**src/rtl/reset_sequencer.sv**
```systemverilog
// Power-on / software / watchdog reset controller: holds every domain in reset,
// then releases the channels one by one and supervises RUN with a watchdog.
module reset_sequencer #(
    parameter int NUM_CH      = 4,
    parameter int HOLD_CYCLES = 16,
    parameter int STAGGER     = 4,
    parameter int WDT_CYCLES  = 64
) (
    input  logic              clock_i,
    input  logic              reset_i,
    input  logic              sw_rst_req_i,
    input  logic              wdt_en_i,
    input  logic              wdt_kick_i,
    output logic [NUM_CH-1:0] ch_reset_o,
    output logic              all_released_o,
    output logic [1:0]        rst_cause_o
);

    // state   | meaning
    // HOLD    | all channels asserted, counting HOLD_CYCLES
    // RELEASE | deasserting one channel every STAGGER cycles, ch0 first
    // RUN     | all channels released, watchdog active when enabled
    typedef enum logic [1:0] {
        ST_HOLD    = 2'd0,
        ST_RELEASE = 2'd1,
        ST_RUN     = 2'd2
    } state_t;

    localparam int MAX_HS = (HOLD_CYCLES > STAGGER) ? HOLD_CYCLES : STAGGER;
    localparam int MAX_C  = (MAX_HS > WDT_CYCLES) ? MAX_HS : WDT_CYCLES;
    localparam int CW     = $clog2(MAX_C) + 1;
    localparam int IW     = (NUM_CH > 1) ? $clog2(NUM_CH) : 1;

    localparam logic [CW-1:0] HOLD_LAST = CW'(HOLD_CYCLES - 1);
    localparam logic [CW-1:0] STAG_LAST = CW'(STAGGER - 1);
    localparam logic [CW-1:0] WDT_LAST  = CW'(WDT_CYCLES - 1);
    localparam logic [IW-1:0] IDX_LAST  = IW'(NUM_CH - 1);

    localparam logic [1:0] CAUSE_POR = 2'b01;
    localparam logic [1:0] CAUSE_SW  = 2'b10;
    localparam logic [1:0] CAUSE_WDT = 2'b11;

    state_t            state_q, state_d;
    logic [CW-1:0]     cnt_q, cnt_d;
    logic [IW-1:0]     idx_q, idx_d;
    logic [CW-1:0]     wdt_cnt_q, wdt_cnt_d;
    logic [NUM_CH-1:0] ch_reset_q, ch_reset_d;
    logic              all_rel_q, all_rel_d;
    logic [1:0]        cause_q, cause_d;
    logic              enter_rst;
    logic [1:0]        enter_cause;

    always_ff @(posedge clock_i or posedge reset_i) begin
        if (reset_i) begin
            state_q    <= ST_HOLD;
            cnt_q      <= '0;
            idx_q      <= '0;
            wdt_cnt_q  <= '0;
            ch_reset_q <= '1;
            all_rel_q  <= 1'b0;
            cause_q    <= CAUSE_POR;
        end else begin
            state_q    <= state_d;
            cnt_q      <= cnt_d;
            idx_q      <= idx_d;
            wdt_cnt_q  <= wdt_cnt_d;
            ch_reset_q <= ch_reset_d;
            all_rel_q  <= all_rel_d;
            cause_q    <= cause_d;
        end
    end

    always_comb begin
        state_d     = state_q;
        cnt_d       = cnt_q;
        idx_d       = idx_q;
        wdt_cnt_d   = wdt_cnt_q;
        ch_reset_d  = ch_reset_q;
        all_rel_d   = all_rel_q;
        cause_d     = cause_q;
        enter_rst   = 1'b0;
        enter_cause = CAUSE_SW;

        case (state_q)
            ST_HOLD: begin
                if (cnt_q == HOLD_LAST) begin
                    state_d = ST_RELEASE;
                    cnt_d   = '0;
                end else begin
                    cnt_d = cnt_q + 1'b1;
                end
            end
            ST_RELEASE: begin
                if (cnt_q == STAG_LAST) begin
                    cnt_d = '0;
                    for (int i = 0; i < NUM_CH; i++) begin
                        if (idx_q == IW'(i)) ch_reset_d[i] = 1'b0;
                    end
                    if (idx_q == IDX_LAST) begin
                        state_d   = ST_RUN;
                        all_rel_d = 1'b1;
                        idx_d     = '0;
                    end else begin
                        idx_d = idx_q + 1'b1;
                    end
                end else begin
                    cnt_d = cnt_q + 1'b1;
                end
            end
            ST_RUN: begin
                ch_reset_d = '0;
                // A kick on the expiry edge wins over the fire.
                if (wdt_en_i && !wdt_kick_i && wdt_cnt_q == WDT_LAST) begin
                    enter_rst   = 1'b1;
                    enter_cause = CAUSE_WDT;
                end else if (wdt_kick_i || !wdt_en_i) begin
                    wdt_cnt_d = '0;
                end else begin
                    wdt_cnt_d = wdt_cnt_q + 1'b1;
                end
            end
            default: begin
                state_d = ST_HOLD;
            end
        endcase

        if (sw_rst_req_i) begin
            enter_rst   = 1'b1;
            enter_cause = CAUSE_SW;
        end

        if (enter_rst) begin
            state_d    = ST_HOLD;
            cnt_d      = '0;
            idx_d      = '0;
            wdt_cnt_d  = '0;
            ch_reset_d = '1;
            all_rel_d  = 1'b0;
            cause_d    = enter_cause;
        end
    end

    assign ch_reset_o     = ch_reset_q;
    assign all_released_o = all_rel_q;
    assign rst_cause_o    = cause_q;

endmodule
```
**config.mk**
```make
export PLATFORM = sky130hd
export DESIGN_NAME = reset_sequencer
export DESIGN_NICKNAME = d
export VERILOG_FILES = /design/src/rtl/reset_sequencer.sv
export SDC_FILE = /design/constraint.sdc
export NUM_CORES = 1
export LEC_CHECK = 0
export CORE_UTILIZATION = 50
export DETAILED_ROUTE_END_ITERATION = 12
export PLACE_DENSITY = 0.78
export SLEW_MARGIN = 20
export SYNTH_ARGS = -nofsm -noshare
export SYNTH_HDL_FRONTEND = slang
export SYNTH_SLANG_ARGS = --single-unit
```
**constraint.sdc**
```tcl
create_clock -name clock_i -period 4.08 [get_ports clock_i]
set_input_delay 0.816 -clock clock_i [delete_from_list [all_inputs] [get_ports clock_i]]
set_output_delay 0.816 -clock clock_i [all_outputs]
set_load 0.02 [all_outputs]
```
==> flow_metrics.tcl <==
set metrics [dict create \
    status "complete, no violations" \
    max_stage_delay_ns 0.66 \
    first_pass_iters 4 \
    path_class "reg2reg" \
    drv_slew 0 \
    max-clock-path-buffers 2 \
    hp-start "rst_cause_o[0]$_DFFE_PP1N_" \
    dp_hpwl_um 1765 \
    die-area_mm2 0.002873 \
    maxCapViolations 0 \
    seqPwrFrac 0.634 \
    fillCellCount 218 \
    holdBufCountCts 0 \
    ant_nets 0 \
    gr-usage-all-layers 0.2123 \
    cp_slowest_cell "or4_1" \
    r2r-end "idx_q[0]$_DFFE_PP0P_" \
    grt_pass1_vias 947 \
    cp-end-kind "flip-flop" \
    nNetsFinal 159 \
    synth_top_area_frac 0.3759 \
    yosysWarnings 0 \
    route.detailed.drc 0 \
    holdPathEnd "rst_cause_o[0]$_DFFE_PP1N_" \
    place_area_mm2 0.001445 \
    post-place-cells 173 \
    min_period_over_period 0.6077 \
    numCtsBuffers 3 \
    ys_seq_area_frac 0.4746 \
    antenna_found_initial 0 \
    syn_inst 140 \
    cp_cell_sequence "ha_1 > or4b_1 > or4_1 > or3_1 > a21oi_2" \
    vias 1029 \
    wl_met3_um 77 \
    routed.top_layer "met4" \
    routedWlPerCell_um 14.41 \
    synthArstFlopShare 1.000 \
    reg2reg_from "cnt_q[0]$_DFFE_PP0P_" \
    gp_congestion 0.8051 \
    setup_viol 0 \
    ir_drop_mv 0.2340 \
    yosys_register_bits 25 \
    cts_resized 0 \
    hold_violations 0 \
    drt-initial-drc-count 17 \
    drt-total-wl_um 2551 \
    path_buf_inv 0 \
    cts_tree "done" \
    grt-ovfl-total 0 \
    grt_max_degree 26 \
    internal-power_mw 0.3104 \
    grt_pass1_wl_um 4347 \
    place_ws_ns 1.580 \
    switchingPower_mw 0.1003 \
    die_h_um 53.60 \
    n_antenna_cell 0 \
    via_per_inst 5.814 \
    clk_pin_slew_worst_paths_ns 0.13 \
    powerDensity_mw_per_mm2 279.1 \
    power_mw 0.4107 \
    post_cts_buffers 0 \
    synth_nets 151 \
    synth.cell_area_mm2 0.001331 \
    cts.sinks 25 \
    drive_above_1_share 0.09524 \
    wl_met2_um 1162 \
    clkPwrFrac 0.274 \
    io_pins 12 \
    met1_length_um 1276 \
    hold_path_class "reg2reg" \
    core_mm2 0.002500 \
    clock_latency_ns 0.32 \
    synth.avg_cell_area_um2 9.509 \
    fp.dieW_um 53.60 \
    hold_depth 2 \
    worstMarginPinSlew_ns 0.9069 \
    instances_no_fill 177 \
    rr_worst_depth 5 \
    synth_area_leader_cell "dfrtp_1" \
    critPathRequiredTime_ns 4.34 \
    critPathMaxFanout 7 \
    synth_ff_type "dfrtp_1" \
    initial_core_util 0.5325 \
    switching_share 0.2442 \
    htreeDepth 1 \
    layout_min_cycle_time_ns 2.479 \
    synth_edf_count 0 \
    slew-limit-headroom 0.3947 \
    regToRegSetupSlack_ns 1.60 \
    fin_worst_skew_ns 0.004639 \
    port_buffers 11 \
    synthTopCellsByArea "dfrtp_1 (38%), dfstp_2 (9.9%), ha_1 (5.6%)" \
    rows 18 \
    ys_types 38 \
    rsz0062_at_grt "false" \
    max_freq_ghz 0.4033 \
    comb_power_share 0.092 \
    p_leak_nw 0.5897 \
    setup_slack_ns 1.601 \
    final_area_mm2 0.001471 \
    cts-root-buf "clkbuf_4" \
    cp-start-kind "flip-flop" \
    area_growth_pct 10.53 \
    cp_top_family "simple AND/OR/NAND/NOR gates" \
    worstPathArrival_ns 2.74 \
    setup_tns_ns 0 \
]
## worst reg2reg max path: cells and delay by family, from the launching register on
kind / cells / cell delay [ns]
AO/OA/AOI/OAI: 1 / 0.14
adder cells (fa/ha/maj): 1 / 0.22
flip-flops: 1 / 0.41
AND/OR/NAND/NOR: 3 / 1.65
## logic make-up (layout without fill, tap and decap cells)
| kind of cell | after synthesis | after routing | synth area share |
|---|---|---|---|
| fa+ha+maj | 6 | 6 | 0.05639 |
| compound gates | 31 | 31 | 0.1598 |
| buf+inv | 16 | 23 | 0.04792 |
| xor+xnor | 6 | 6 | 0.03948 |
| simple gates | 56 | 56 | 0.2218 |
| flops | 25 | 25 | 0.4746 |
## area by class of cell
type / count / area [um2] / share of cell area
inverter: 8 / 30.03 / 0.02041
sequential: 25 / 631.9 / 0.4294
clock buffer: 4 / 26.28 / 0.01786
tap: 30 / 37.54 / 0.02551
multi-input combinational: 99 / 635.6 / 0.4320
timing repair buffer: 11 / 110.1 / 0.07483
## power groups by stage
stage / sequential (mW) / clock (mW) / combinational [mW]
floorplan: 0.266 / 0 / 0.0222
global placement: 0.264 / 0 / 0.0371
detailed placement: 0.265 / 0 / 0.0381
CTS: 0.260 / 0.114 / 0.0384
global route: 0.262 / 0.123 / 0.0418
finish: 0.261 / 0.112 / 0.0377
## worst max path at each step
| stage | startpoint | endpoint | slack [ns] | cells after the start |
|---|---|---|---|---|
| floorplan | cnt_q[0]$_DFFE_PP0P_ | idx_q[0]$_DFFE_PP0P_ | 1.87 | 7 |
| global placement | wdt_en_i | rst_cause_o[1]$_DFFE_PP0N_ | 1.63 | 5 |
| detailed placement | wdt_en_i | rst_cause_o[1]$_DFFE_PP0N_ | 1.58 | 5 |
| CTS | cnt_q[0]$_DFFE_PP0P_ | idx_q[0]$_DFFE_PP0P_ | 1.63 | 5 |
| global route | cnt_q[0]$_DFFE_PP0P_ | idx_q[0]$_DFFE_PP0P_ | 1.53 | 5 |
| finish | cnt_q[0]$_DFFE_PP0P_ | idx_q[0]$_DFFE_PP0P_ | 1.60 | 5 |
## per-layer routing
| metal | global-route usage | vias up |
|---|---|---|
| met5 | 0 | - |
| met4 | 0.07895 | 0 |
| met3 | 0.03672 | 5 |
| met2 | 0.3146 | 21 |
| met1 | 0.3092 | 501 |
| li1 | - | 502 |
## flip-flops by register name (all words and copies together), names as in the netlist
register / cells
all_released_o: 1
ch_reset_o: 4
cnt_q: 7
idx_q: 2
rst_cause_o: 2
state_q: 2
wdt_cnt_q: 7
## cell usage after synthesis, types with 2 or more instances
library cell / count
o211ai_1: 2
clkbuf_2: 2
or3_1: 3
o2bb2ai_1: 2
a311o_1: 3
clkbuf_1: 4
o21ai_0: 7
a21o_1: 2
xnor2_1: 3
xor2_1: 3
dfstp_2: 5
nor2_1: 13
nor3b_1: 4
nand2_1: 16
inv_1: 8
nand4b_1: 2
nor3_1: 2
nand2b_1: 3
nor2b_1: 3
a21oi_1: 9
or3b_2: 2
nor4_1: 2
dfrtp_1: 20
ha_1: 6
## per-stage QoR
step / utilization / hold slack (ns)
2_1_floorplan: - / 0.4677
3_3_place_gp: 0.5781 / 0.4540
3_5_place_dp: 0.5781 / 0.4587
4_1_cts: 0.5886 / 0.4813
5_1_grt: 0.5886 / 0.5036
6_report: 0.5886 / 0.4835
## cells in the final DEF, fill, tap and decap left out, drive strengths merged, types with 2 or more instances in the layout
cell type,count
nor3,2
xor2,3
nor4,2
nor2b,3
a311o,3
a21oi,10
o21ai,7
nand2b,3
o2bb2ai,2
o211ai,2
clkdlybuf4s50,11
nor3b,4
a21o,2
or3,3
xnor2,3
clkbuf,4
dfstp,5
nand4b,2
nand2,16
inv,8
ha,6
nor2,13
dfrtp,20
or3b,2
No activity file was read; power rests on OpenSTA's default activity.
